$ cat src/rtl/ram_port_arbiter.sv
// Arbiter sharing one single-port RAM between the IF fetch port and the MEM load/store port.
// Optional feature: define ALIGN_CHECK_EN to reject misaligned accesses at grant time.
module ram_port_arbiter #(
  parameter int ADDR_W     = 9,
  parameter int MEM_LAT    = 2,
  parameter int STARVE_MAX = 3
) (
  input  logic              clk,
  input  logic              rst_n,
  input  logic              if_req,
  input  logic [ADDR_W-1:0] if_addr,
  output logic              if_ack,
  output logic [31:0]       if_rdata,
  output logic              if_stall,
  input  logic              mem_req,
  input  logic              mem_rw,
  input  logic [1:0]        mem_size,
  input  logic              mem_se,
  input  logic [ADDR_W-1:0] mem_addr,
  input  logic [31:0]       mem_wdata,
  output logic              mem_ack,
  output logic [31:0]       mem_rdata,
  output logic              mem_stall,
  output logic              ram_en,
  output logic              ram_rw,
  output logic [1:0]        ram_size,
  output logic              ram_se,
  output logic [ADDR_W-1:0] ram_addr,
  output logic [31:0]       ram_wdata,
  input  logic [31:0]       ram_rdata,
  output logic              misalign_err
);

  localparam int LAT_W = (MEM_LAT > 1) ? $clog2(MEM_LAT) : 1;
  localparam int STV_W = $clog2(STARVE_MAX + 1);

  typedef enum logic [1:0] {IDLE, GRANT_MEM, GRANT_IF} state_t;

  state_t            state_q, state_d;
  logic [LAT_W-1:0]  lat_q, lat_d;
  logic [STV_W-1:0]  starve_q, starve_d;
  logic              ram_en_q, ram_en_d, ram_rw_q, ram_rw_d, ram_se_q, ram_se_d;
  logic [1:0]        ram_size_q, ram_size_d;
  logic [ADDR_W-1:0] ram_addr_q, ram_addr_d;
  logic [31:0]       ram_wdata_q, ram_wdata_d;
  logic              if_ack_q, if_ack_d, mem_ack_q, mem_ack_d, misalign_q, misalign_d;
  logic [31:0]       if_rdata_q, if_rdata_d, mem_rdata_q, mem_rdata_d;
  logic              mem_mis, if_mis, grant_mem;

`ifdef ALIGN_CHECK_EN
  assign mem_mis = ((mem_size == 2'b10) && (mem_addr[1:0] != 2'b00)) ||
                   ((mem_size == 2'b01) && mem_addr[0]);
  assign if_mis  = (if_addr[1:0] != 2'b00);
`else
  assign mem_mis = 1'b0;
  assign if_mis  = 1'b0;
`endif

  // MEM has priority unless IF has already lost STARVE_MAX times in a row.
  assign grant_mem = mem_req && !(if_req && (starve_q == STV_W'(STARVE_MAX)));

  always_ff @(posedge clk) begin
    if (!rst_n) begin
      state_q     <= IDLE;
      lat_q       <= '0;
      starve_q    <= '0;
      ram_en_q    <= 1'b0;
      ram_rw_q    <= 1'b0;
      ram_se_q    <= 1'b0;
      ram_size_q  <= 2'b00;
      ram_addr_q  <= '0;
      ram_wdata_q <= '0;
      if_ack_q    <= 1'b0;
      mem_ack_q   <= 1'b0;
      misalign_q  <= 1'b0;
      if_rdata_q  <= '0;
      mem_rdata_q <= '0;
    end else begin
      state_q     <= state_d;
      lat_q       <= lat_d;
      starve_q    <= starve_d;
      ram_en_q    <= ram_en_d;
      ram_rw_q    <= ram_rw_d;
      ram_se_q    <= ram_se_d;
      ram_size_q  <= ram_size_d;
      ram_addr_q  <= ram_addr_d;
      ram_wdata_q <= ram_wdata_d;
      if_ack_q    <= if_ack_d;
      mem_ack_q   <= mem_ack_d;
      misalign_q  <= misalign_d;
      if_rdata_q  <= if_rdata_d;
      mem_rdata_q <= mem_rdata_d;
    end
  end

  always_comb begin
    state_d     = state_q;
    lat_d       = lat_q;
    starve_d    = starve_q;
    ram_en_d    = ram_en_q;
    ram_rw_d    = ram_rw_q;
    ram_se_d    = ram_se_q;
    ram_size_d  = ram_size_q;
    ram_addr_d  = ram_addr_q;
    ram_wdata_d = ram_wdata_q;
    if_ack_d    = 1'b0;
    mem_ack_d   = 1'b0;
    misalign_d  = 1'b0;
    if_rdata_d  = if_rdata_q;
    mem_rdata_d = mem_rdata_q;
    case (state_q)
      IDLE: begin
        if (grant_mem) begin
          if (if_req && (starve_q != STV_W'(STARVE_MAX))) starve_d = starve_q + STV_W'(1);
          ram_rw_d    = mem_rw;
          ram_size_d  = mem_size;
          ram_se_d    = mem_se;
          ram_addr_d  = mem_addr;
          ram_wdata_d = mem_wdata;
          if (mem_mis) begin
            mem_ack_d   = 1'b1;
            mem_rdata_d = '0;
            misalign_d  = 1'b1;
          end else begin
            state_d  = GRANT_MEM;
            ram_en_d = 1'b1;
            lat_d    = '0;
          end
        end else if (if_req) begin
          starve_d    = '0;
          ram_rw_d    = 1'b0;
          ram_size_d  = 2'b10;
          ram_se_d    = 1'b0;
          ram_addr_d  = if_addr;
          ram_wdata_d = '0;
          if (if_mis) begin
            if_ack_d   = 1'b1;
            if_rdata_d = '0;
            misalign_d = 1'b1;
          end else begin
            state_d  = GRANT_IF;
            ram_en_d = 1'b1;
            lat_d    = '0;
          end
        end
      end
      GRANT_MEM, GRANT_IF: begin
        if (lat_q == LAT_W'(MEM_LAT - 1)) begin
          ram_en_d = 1'b0;
          state_d  = IDLE;
          if (state_q == GRANT_MEM) begin
            mem_ack_d   = 1'b1;
            mem_rdata_d = ram_rw_q ? 32'h0 : ram_rdata;
          end else begin
            if_ack_d   = 1'b1;
            if_rdata_d = ram_rdata;
          end
        end else begin
          lat_d = lat_q + LAT_W'(1);
        end
      end
      default: state_d = IDLE;
    endcase
  end

  assign if_ack       = if_ack_q;
  assign if_rdata     = if_rdata_q;
  assign if_stall     = if_req & ~if_ack_q;
  assign mem_ack      = mem_ack_q;
  assign mem_rdata    = mem_rdata_q;
  assign mem_stall    = mem_req & ~mem_ack_q;
  assign ram_en       = ram_en_q;
  assign ram_rw       = ram_rw_q;
  assign ram_size     = ram_size_q;
  assign ram_se       = ram_se_q;
  assign ram_addr     = ram_addr_q;
  assign ram_wdata    = ram_wdata_q;
  assign misalign_err = misalign_q;

endmodule

$ cat config.mk
export PLATFORM = sky130hd
export DESIGN_NAME = ram_port_arbiter
export DESIGN_NICKNAME = d
export VERILOG_FILES = /design/src/rtl/ram_port_arbiter.sv
export SDC_FILE = /design/constraint.sdc
export NUM_CORES = 1
export LEC_CHECK = 0
export CORE_MARGIN = 1.5
export CORE_UTILIZATION = 25
export CTS_CLUSTER_SIZE = 8
export DETAILED_ROUTE_END_ITERATION = 6
export SKIP_LAST_GASP = 1
export SYNTH_ARGS = -nofsm -noshare
export SYNTH_HDL_FRONTEND = slang
export SYNTH_SLANG_ARGS = --single-unit
$ cat constraint.sdc
create_clock -name clk -period 1.6 [get_ports clk]
set_clock_uncertainty 0.05 [all_clocks]
set_input_delay 0.16 -clock clk [delete_from_list [all_inputs] [get_ports clk]]
set_output_delay 0.16 -clock clk [all_outputs]
set_load 0.05 [all_outputs]
# Word-level counts from Yosys, hierarchy flattened

Cells that the tools add are included.

Reductions and logical operators: 16
Order comparisons: 0
Bitwise operators: 5
Add/sub/neg operators: 2
Shift operators: 0
Multiplexer cells: 25
Divide/modulo/power cells: 0
Equality and inequality tests: 7
Multipliers: 0

Operators by type and width:

| kind                  | number |
|---|---|
| $mux W32              | 3 |
| $mux W9               | 2 |
| $reduce_and A3 Y1     | 5 |
| $mux W2               | 7 |
| $mux W1               | 10 |
| $reduce_and A2 Y1     | 3 |
| $eq A2 B2 Y1 const B  | 2 |
| $ne A2 B2 Y1 const B  | 2 |
| $pmux W1 S2           | 2 |
| $pmux W2 S2           | 1 |
| $reduce_bool A2 Y1    | 2 |
| $logic_and A1 B1 Y1   | 3 |
| $ne A3 B3 Y1 const B  | 1 |
| $not A1 Y1            | 3 |
| $add A2 B1 Y2 const B | 1 |
| $and A1 B1 Y1         | 2 |
| $eq A2 B1 Y1 const B  | 1 |
| $logic_not A2 Y1      | 1 |
| $ne A2 B1 Y1 const B  | 1 |
| $reduce_or A2 Y1      | 1 |
| $add A1 B1 Y1 const B | 1 |
| $logic_not A1 Y1      | 1 |

Output and inout bits: 115
ROM bits: 0
Memories kept: 0
Register bits after elaboration: 117
Latch bits: 0
Input port bits: 90
Bits in writable memories: 0

# Longest topological paths before layout

Depth after elaboration: 6
Depth in mapped cells: 7
Depth with buffers taken out: 5

# Least setup slack after synthesis

OpenSTA, ideal clock, no wires.

Path type: flip-flop to flip-flop
Start: register state_q[1]
End: register ram_se_q (netlist: ram_se)
Clock period less this slack: 1508 ps
Path slack: 92 ps
Path buffers: 2
Cell stages (with the launch flop): 8
Arrival time: 1341 ps
Setup time: 117 ps
Path through: dfxtp_1 > inv_1 > ha_1 > o21ai_2 > and2_4 > buf_12 > buf_8 > a22o_1

Cells in the longest elaborated chain, start to end: 2

RTL lines:

| element                            | RTL line | RTL |
|---|---|---|
| start: declaration                 | 39       | `state_t state_q, state_d;` |
| start signal: assignment           | 79       | `state_q <= state_d;` |
| $logic_not A2 Y1                   | 111      | `case (state_q)` |
| $reduce_and A2 Y1 (no source line) | n/a      |  |
| end signal: assignment             | 84       | `ram_se_q <= ram_se_d;` |
| end: declaration                   | 42       | `logic ram_en_q, ram_en_d, ram_rw_q, ram_rw_d, ram_se_q, ram_se_d;` |

No other way between the ends.
A chain may end at the register's enable or synchronous reset.

# Worst setup path in the final report

Start: register state_q[0]
End: register if_rdata_q[6] (netlist: if_rdata[6])

Cells in the longest elaborated chain, start to end: 3

RTL lines:

| element                                               | RTL line | RTL |
|---|---|---|
| $eq A2 B1 Y1 / $eq A2 B2 Y1 (equally long branches)   | 111, 151 |  |
| $reduce_or A2 Y1 / $not A1 Y1 (equally long branches) | n/a      |  |
| $reduce_and A3 Y1 (no source line) *                  | n/a      |  |
| end signal: assignment                                | 91       | `if_rdata_q <= if_rdata_d;` |
| end: declaration                                      | 47       | `logic [31:0] if_rdata_q, if_rdata_d, mem_rdata_q, mem_rdata_d;` |

Mark *: on every way between the ends. The rest lies on a longest branch, timed or not.

==> summary.txt <==
Run status
  • Outcome: finished, final reports clean

STA
  • Fmax: 652 MHz
  • Final period util: 95.9%
  • RSZ-0062 raised after global routing: yes
  • Final worst setup slack: 65.9 ps
  • Final setup violating endpoints: 0
  • Final hold violation count: 0
  • Slew Limit Fails: 0
  • Minimum clock period: 1530 ps
  • Final hold slack: 40.4 ps

Global route
  • All-Layer GR Usage: 15.2%
  • Vias in the first global route: 4030
  • Initial antenna violation count: 0
  • Largest net degree at the start of global routing: 79
  • Global-route wire length before repair: 21.6 mm
  • Total gr overflow: 0

Routing
  • Vias/cell: 4.66
  • WL/cell: 16.3 µm
  • Via count: 4259
  • DRT Pass-1 Iters: 4
  • Detail Route Antenna Nets: 0
  • Routed wire length: 14.9 mm
  • DRT iter0 DRCs: 288
  • DRC Markers: 0

Critical path
  • R2R Path End: if_rdata[6]
  • CP Launch Type: register
  • Setup crit end kind: register
  • CP arrival: 1810 ps
  • Crit-path max cell delay: 360 ps
  • Reg2Reg Setup Slack: 70 ps
  • Cell family with most CP delay: simple AND/OR/NAND/NOR gates
  • WP data required: 1880 ps
  • Kind of critical path: register to register
  • Slowest CP cell: dfxtp_4
  • CP Cell Sequence: inv_2, ha_4, and3b_2, clkbuf_16, nand2_1, a21boi_0
  • Crit path buf inv count: 2
  • Reg2Reg Depth: 6
  • Critical Path Fanout Max: 8
  • Reg2Reg Launch Point: state_q[0]

Die
  • Die Wd: 137 µm
  • # rows: 48
  • Top Ports: 205
  • Die ar.: 0.0187 mm²
  • Starting density of the core: 25.7%
  • Die height: 137 µm
  • Core ar.: 0.0174 mm²

Clock network
  • CTS HTree Levels: 4
  • Worst-path clk slew: 50 ps
  • Clk_lat worst skew: 400 ps
  • Clock buffer count from CTS: 17
  • Root Buffer: clkbuf_16
  • Hold-fix buffers at CTS: 0
  • Maximum clock path buffer count: 2
  • CTS Sinks: 117
  • CTS tree: yes

Yosys
  • Syn Area/Cell: 9.51 µm²
  • Dominant register cell in the synthesized netlist: dfxtp_1
  • Post-synth top cells: 117 x dfxtp_1, 113 x nand2_1, 55 x a21boi_0, 35 x a22o_1, 32 x nand4b_1
  • Sequential area share after synthesis: 52.3%
  • Mapped Area: 0.00448 mm²
  • Most common cell in the netlist: dfxtp_1
  • Synthesis Warnings: 0
  • EDFF count, synth: 0
  • Simple-gate share of the synthesized area: 17.6%
  • #FFs+latches synth: 117
  • Largest family of logic cells by synthesized area: compound AO/OA/AOI/OAI gates
  • Syn nets: 565
  • Share of the synthesized area in the top cell type: 52.3%
  • Adder-Cell Fraction of Synth Area: 1.12%
  • XOR/XNOR share of the synthesized area: 0%
  • Compound-Gate Fraction of Synth Area: 22.9%
  • Async set-reset flop share out of synthesis: 0%
  • Mux cell area share after synthesis: 0%
  • Netlist cell types: 36
  • Yosys top cell by area: dfxtp_1
  • Syn Inst Count: 471
  • Synth area leaders: dfxtp_1 52%, nand2_1 9.5%, a21boi_0 9.2%, a22o_1 6.8%, nand4b_1 6.3%

Final layout
  • Area grow syn2layout: 61.6%
  • FF+latch area: 0.00235 mm²
  • # nets final: 769
  • Diodes inserted: 0
  • Multi-input gate area: 0.00188 mm²
  • # fillers: 1736
  • Cell area after layout: 0.00724 mm²
  • Layout cells sized above 1: 25.9%
  • Post-Layout Cell Count: 913

Worst hold path
  • Hold Path Origin: rst_n
  • Hold WC Path Type: input port to register
  • Worst Hold End: ram_addr[8]
  • Hold path depth: 3

Power and ir drop
  • Pwr Total: 0.00948 W
  • Static Leakage: 2.90 nW
  • VDD IR-drop max: 0.000732 V
  • Power Density: 1310 mW/mm²

Placed design
  • Port-buffer cells: 203
  • GP Congestion: 0.752
  • Placed Instance Area: 0.00652 mm²
  • HPWL Detailed: 9.97 mm
  • Cells after DPL: 876
  • Dpl ws: -41.8 ps

Job
  • Max Cap Viol: 0
[timing repair]
item / CTS / global route
resized for setup: 4 / 15
setup buffers: 0 / 2
setup endpoints to repair: 2 / 11
pin swaps: 0 / 2
gates cloned: 1 / 2
[cell type report]
class / count / area share, %
flip-flops and latches: 117 / 32.4
repair buffers: 228 / 28.9
multi-input cells: 304 / 26.0
clock buffers: 22 / 6.27
well taps: 225 / 3.89
clock inverters: 10 / 2.13
inverters: 7 / 0.363
[per-layer routing]
metal  vias to the layer above  global-route usage, %  wire, µm
li1                       2044                      -         -
met1                      2080                   18.7      6420
met2                       112                   25.2      7430
met3                        23                   3.96       714
met4                         0                   6.08       317
met5                         -                      0         0
[tightest hold or removal path, cell delays in order]
cell and delay, ps:
buf_2 150, o21ai_0 80, a21oi_1 40
[registers in the layout, summed over array words and instances (netlist names)]
signal,count
if_rdata,32
mem_rdata,32
ram_wdata,32
ram_addr,9
ram_size,2
starve_q,2
state_q,2
if_ack,1
lat_q,1
mem_ack,1
ram_en,1
ram_rw,1
ram_se,1
[cells in the final DEF, fill, tap and decap left out, drive strengths merged]
cell type	count
nand4	1
nand3	1
a31oi	1
o21a	1
o31ai	1
bufinv	4
conb	1
a21bo	1
nor3b	1
a22o	35
nor2	2
o21ai	12
a21boi	67
clkdlybuf4s50	88
or3	1
buf	137
o22ai	3
ha	4
nand4b	32
dfxtp	117
clkinv	6
and3b	1
a21oi	20
nor2b	2
nand2	113
inv	7
nand3b	1
and3	1
clkbuf	25
and2	2
[how the worst max path moves through the flow]
stage / start / cells after the start / endpoint
2_1_floorplan: state_q[1] / 7 / ram_se
3_3_place_gp: mem_req / 5 / ram_wdata[13]
3_5_place_dp: if_req / 5 / ram_wdata[22]
4_1_cts: state_q[0] / 6 / if_rdata[20]
5_1_grt: state_q[0] / 6 / if_rdata[28]
6_report: state_q[0] / 6 / if_rdata[6]
[metrics by stage]
| stage | TNS, ps | util, % |
|---|---|---|
| detailed placement | -790 | 37.4 |
| finish | 0 | 41.6 |
| global route | -81.6 | 41.6 |
| CTS | 0 | 41.2 |
| global placement | -215 | 37.4 |
| floorplan | 0 | - |
[logic make-up after synthesis]
logic type,Yosys count
AO/OA/AOI/OAI,141
adder cells (fa/ha/maj),4
buffers and inverters,50
flip-flops,117
other,1
AND/OR/NAND/NOR,158
[power by group]
part | total [W] | switching [W] | internal (W)
combinational | 0.00226 | 0.00139 | 0.000871
clock | 0.00395 | 0.00131 | 0.00264
sequential | 0.00327 | 0.000133 | 0.00314
total | 0.00948 | 0.00283 | 0.00664
Note: power is estimated with default switching activity, not from simulation.
==> RTL change 1: new RTL, same flow settings <==
Re-encode `state_t` (3 states) as one-hot, 3 bits wide.
--- a/src/rtl/ram_port_arbiter.sv
+++ b/src/rtl/ram_port_arbiter.sv
@@ -35,5 +35,5 @@
   localparam int STV_W = $clog2(STARVE_MAX + 1);
 
-  typedef enum logic [1:0] {IDLE, GRANT_MEM, GRANT_IF} state_t;
+  typedef enum logic [2:0] {IDLE = 3'b001, GRANT_MEM = 3'b010, GRANT_IF = 3'b100} state_t;
 
   state_t            state_q, state_d;
Behaviour: no difference found for any inputs over 4 cycles, from zero or initial values and one cycle with rst_n low; so few cycles prove little.
==> RTL change 1 against the unedited design <==
  * Cell count decreased by 8.5%
  * Sequential share of layout area increased by 2.3 points
  * Synthesized area decreased by 8.0%
  * Fmax increased by 3.0%
  * Power decreased by 12%
  * Critical path depth decreased by 1
  * Count of clock-buffer cells in the layout decreased by 1
  * Sequential cell count increased by 1
  * Worst setup slack improved by 0.045 ns
  * Worst hold slack improved by 0.26 ns
  * First-iteration DRC count decreased by 53%
  * Wire length decreased by 17%
  * Final area decreased by 5.9%
  * Critical endpoint is now ram_wdata[7]
==> RTL change 1: results (changes against the unedited design) <==
Run status:
- The run finished with clean final reports.

Clock network:
- The H-tree level count is 4 (unchanged).
- The master cell of the clock root buffer is clkbuf_16.
- The maximum buffer depth of the clock tree came to 2 (unchanged).
- The worst-skew pair later-pin latency is about 0.4 ns.

Critical path:
- The data arrival time of the critical path came to 1.73 ns (-0.08 ns).
- The register-to-register setup slack is 0.11 ns (+0.05 ns).
- The largest fanout of any net on the critical path came to 35 (+27).
- In this run the critical register-to-register path is captured at ram_wdata[7].
- The path depth of the worst reg2reg path was 5 (-1).
- In this run the worst setup path begins at state_q[0].

Yosys:
- The count of synthesis-stage warnings from yosys is 0 (unchanged).
- The register area share after synthesis is 57.3% (+5.0 points).
- The mux contribution to synthesized area is 0% (unchanged).
- The xor/xnor share of the synthesized area was 0% (unchanged).
- The area fraction in compound gates after synthesis is 26.4% (+3.5 points).
- Ranked by total cell area, the synthesized netlist is headed by dfxtp_1 57%, a22o_1 14%, nand2_1 7.0%.
- The number of distinct library cells after synthesis is 36 (unchanged).
- The post-synth net total is 488 (-14%).
- Ranked by instance count, the synthesized netlist is headed by 118 x dfxtp_1, 77 x nand2_1, 67 x a22o_1, 33 x a21boi_0, 13 x o21ai_0.
- The post-synthesis adder-cell area fraction was 0.303% (-0.81 points).

Placement:
- The estimated wirelength of the detail-placed design is 8930 um (-10%).
- The global placer's final weighted congestion is 0.763 (+1.4%).
- The area after detailed placement came to 0.00619 sq mm (-5.0%).
- The count of input and output buffers was 203 (unchanged).

Pwr:
- The power spent charging and discharging nets is 2.13 mW (-25%).
- The standby leakage power is 2.84 nW (-2.0%).
- The maximum resistive drop on vdd is 0.723 mV (-1.3%).

Timing:
- The count of endpoints failing setup in the final report came to 0 (unchanged).
- The tightest hold margin came to 0.297 ns (+0.257 ns).
- The aggregate negative setup slack came to 0 ns (unchanged).

Global route:
- The via count of the first global-routing pass is 3,798 (-5.8%).
- The global-route wire length before repair came to 20,100 um (-6.7%).
- The overall track demand over capacity in global routing is 14.7% (-0.45 points).
- The number of antenna violations at the first check in global routing is 0 (unchanged).
- The largest net degree at the start of global routing is 36 (-54%).

Worst hold path:
- The worst hold path terminates at if_rdata[4].
- The depth of the worst hold-timing path was 3 (unchanged).
- The origin of the worst min-delay path is ram_rdata[4].

Routing:
- The detailed-routing iteration count for the pre-antenna-repair pass is 4 (unchanged).
- The post-detailed-routing wire length is 12,300 um (-17%).
- The number of violations reported at the end of detailed-routing iteration 0 was 134 (-53%).
- The number of vias per cell after detailed routing is 4.44 (-4.9%).

Final layout:
- The antenna diode count is 0 (unchanged).
- The post-layout net count came to 698 (-9.2%).
- The fraction of final layout cells sized beyond drive strength 1 is 28.3% (+2.4 points).
- Compared with the post-synthesis result, the final layout area differs by 65.1%.
-- RTL change 1: cell type report --
type | instances | area, sq um
fillers | 1613 | 9190
clock buffers | 21 | 470
well taps | 216 | 270
multi-input cells | 243 | 1550
repair buffers | 225 | 2020
clock inverters | 10 | 128
inverters | 2 | 7.51
flip-flops and latches | 118 | 2360
-- RTL change 1: kinds of logic (layout without fill, tap and decap cells) --
| family | count (synthesis) | after routing |
|---|---|---|
| compound gates | 143 | 143 |
| other cells | 1 | 1 |
| buf+inv | 36 | 258 |
| fa+ha+maj | 1 | 1 |
| flops | 118 | 118 |
| simple gates | 98 | 98 |
-- RTL change 1: timing repair --
| action | in CTS | in global routing |
|---|---|---|
| setup buffers | 0 | 2 |
| resized for setup | 0 | 1 |
| endpoints found under the setup margin | 0 | 34 |
-- RTL change 1: how the worst max path moves through the flow --
stage / slack, ns / depth (start not counted) / endpoint
global route: 0.02 / 5 / if_rdata[14]
global placement: 0.0002 / 5 / ram_wdata[22]
floorplan: 0.14 / 6 / ram_rw
CTS: 0.06 / 5 / ram_wdata[7]
detailed placement: -0.05 / 5 / ram_wdata[7]
finish: 0.11 / 5 / ram_wdata[7]
-- RTL change 1: metrics by stage --
step	std cells	setup WS (ns)
floorplan	397	0.144
global placement	802	0.000161
detailed placement	802	-0.0508
CTS	833	0.0647
global route	835	0.0235
finish	835	0.111
-- RTL change 1: power by group through the flow --
stage | sequential (mW) | clock, mW | combinational [mW]
after floorplan | 3.61 | 0 | 0.363
after global placement | 3.22 | 0 | 1.32
after detailed placement | 3.21 | 0 | 1.33
after CTS | 3.16 | 3.93 | 1.34
after global routing | 3.17 | 4.08 | 1.41
final | 3.16 | 3.82 | 1.34
-- RTL change 1: worst max-delay path, stage by stage (launching register included) --
cell	delay (ns)
dfxtp_2	0.36
nor3b_4	0.32
o21a_2	0.22
nor2b_2	0.05
buf_12	0.16
a22o_1	0.19
-- RTL change 1: metal layers --
layer	share of wire, %	vias up	GRT usage (%)
met5	0	-	0
met4	1.3	0	5.00
met3	4.8	14	4.55
met2	50	114	25.4
met1	44	1751	17.2
li1	-	1826	-
==> RTL change 2: new RTL, same settings <==
Without the edit above. `MEM_LAT`: 2 -> 1.
--- a/src/rtl/ram_port_arbiter.sv
+++ b/src/rtl/ram_port_arbiter.sv
@@ -3,5 +3,5 @@
 module ram_port_arbiter #(
   parameter int ADDR_W     = 9,
-  parameter int MEM_LAT    = 2,
+  parameter int MEM_LAT    = 1,
   parameter int STARVE_MAX = 3
 ) (
Function: changed (Yosys sat finds a counterexample within 4 cycles, from zero or initial values and one cycle with rst_n low).
==> RTL change 2 against the unedited design <==
  * Sequential cell count decreased by 1
  * Die area fell by 2.8%
  * Critical path depth up 2
  * Synthesized area fell by 2.9%
  * Power down 9.8%
  * Sequential share of layout area down 0.27 points
  * Worst setup slack got worse by 0.053 ns
  * Wire length decreased by 11%
  * Synthesized cell count decreased by 11%
  * Final area is essentially flat
  * Clock power shrank 8.4%
  * Critical path type unchanged
  * Critical endpoint is now ram_wdata[10]
==> RTL change 2: results (changes against the unedited design) <==
Final layout:
- The antenna diode count is 1 (+1).
- The fraction of standard cell area that is sequential is 32.2% (-0.27 points).
- The layout multi-input combinational cell count is 249 (-18%).
- The filler cell count in the final layout came to 1,714 (-1.3%).
- The area occupied by multi-input gates is 0.00180 sq mm (-4.1%).
- The count of plain and timing-repair buffers in the layout was 237 (+3.9%).
- The clock buffer and inverter area fraction after layout came to 7.76% (-0.64 points).
- The post-layout net count is 737 (-4.2%).
- The layout sequential cell count came to 116 (-0.85%).

Critical path:
- The largest fanout of any net on the critical path came to 9 (+1).
- The highest cell delay on the worst timing path is 0.32 ns (-0.04 ns).

Global route:
- The overall track demand over capacity in global routing is 14.4% (-0.75 points).
- The global-route wire length before repair is 20,300 um (-6.1%).
- The largest net degree at the start of global routing came to 53 (-33%).

Yosys:
- The post-synth net total is 515 (-8.8%).
- After synthesis, the cell types taking the most area are dfxtp_1 53%, nor2b_1 9.1%, mux2i_1 7.6%.
- Ranked by instance count, the synthesized netlist is headed by 116 x dfxtp_1, 63 x nor2b_1, 35 x a22o_1, 33 x mux2i_1, 23 x nand2_1.

Routing:
- The wire length per cell after detailed routing is 15.1 um (-7.3%).
- The total number of vias is 3,825 (-10%).

Run status:
- The run finished with clean final reports.

Pwr:
- The power in sequential cells came to 3.16 mW (-3%).
- The power spent charging and discharging nets came to 2.42 mW (-14%).
- The maximum resistive drop on vdd came to 0.724 mV (-1.1%).
- The sequential cell fraction of total power is 37.0% (+2.5 points).
- The standby leakage power is 3.05 nW (+5.5%).
- The power in combinational cells came to 1.77 mW (-22%).

Placement:
- The global placer's final weighted congestion came to 0.780 (+3.7%).
[RTL change 2: logic make-up after synthesis]
| group | count (synthesis) | share of synthesized area (%) |
|---|---|---|
| AO/OA/AOI/OAI | 83 | 14.4 |
| adder cells (fa/ha/maj) | 5 | 1.44 |
| AND/OR/NAND/NOR | 127 | 17.0 |
| other | 1 | 0.0862 |
| buffers and inverters | 55 | 6.10 |
| multiplexers | 33 | 7.59 |
| flip-flops | 116 | 53.4 |
[RTL change 2: worst register-to-register path: stages, from the launching register on]
cell and delay [ns]:
dfxtp_2 0.32, buf_6 0.12, inv_4 0.05, ha_4 0.16, nand2_4 0.06, nor3b_4 0.30
buf_12 0.20, clkbuf_16 0.15, a22o_1 0.13
[RTL change 2: metal layers]
| metal | up-vias | GRT usage, % | share of wire (%) |
|---|---|---|---|
| li1 | 1883 | - | - |
| met1 | 1813 | 17.6 | 44 |
| met2 | 111 | 23.3 | 48 |
| met3 | 18 | 4.24 | 5.3 |
| met4 | 0 | 6.87 | 2.2 |
| met5 | - | 0 | 0 |
[RTL change 2: final timing paths]
check	endpoint	slack, ns	depth (start not counted)
worst max register to register	ram_wdata[10]	0.01	8
worst min-delay path	state_q[1]	0.08	4
worst min register to register	ram_en	0.42	2
worst max-delay path	ram_wdata[10]	0.01	8
[RTL change 2: metrics by stage]
stage	std cells	worst slack [ns]
after floorplan	420	0.0396
after global placement	838	-0.102
after detailed placement	838	-0.210
after CTS	873	-0.0124
after global routing	881	-0.0673
final	881	0.0125
[RTL change 2: timing repair]
item / in CTS / in global routing
setup buffers: 2 / 4
endpoints found under the setup margin: 60 / 71
pin swaps: 3 / 6
cloned: 1 / 3
gates resized for setup: 10 / 12
hold endpoints to repair: 0 / 0
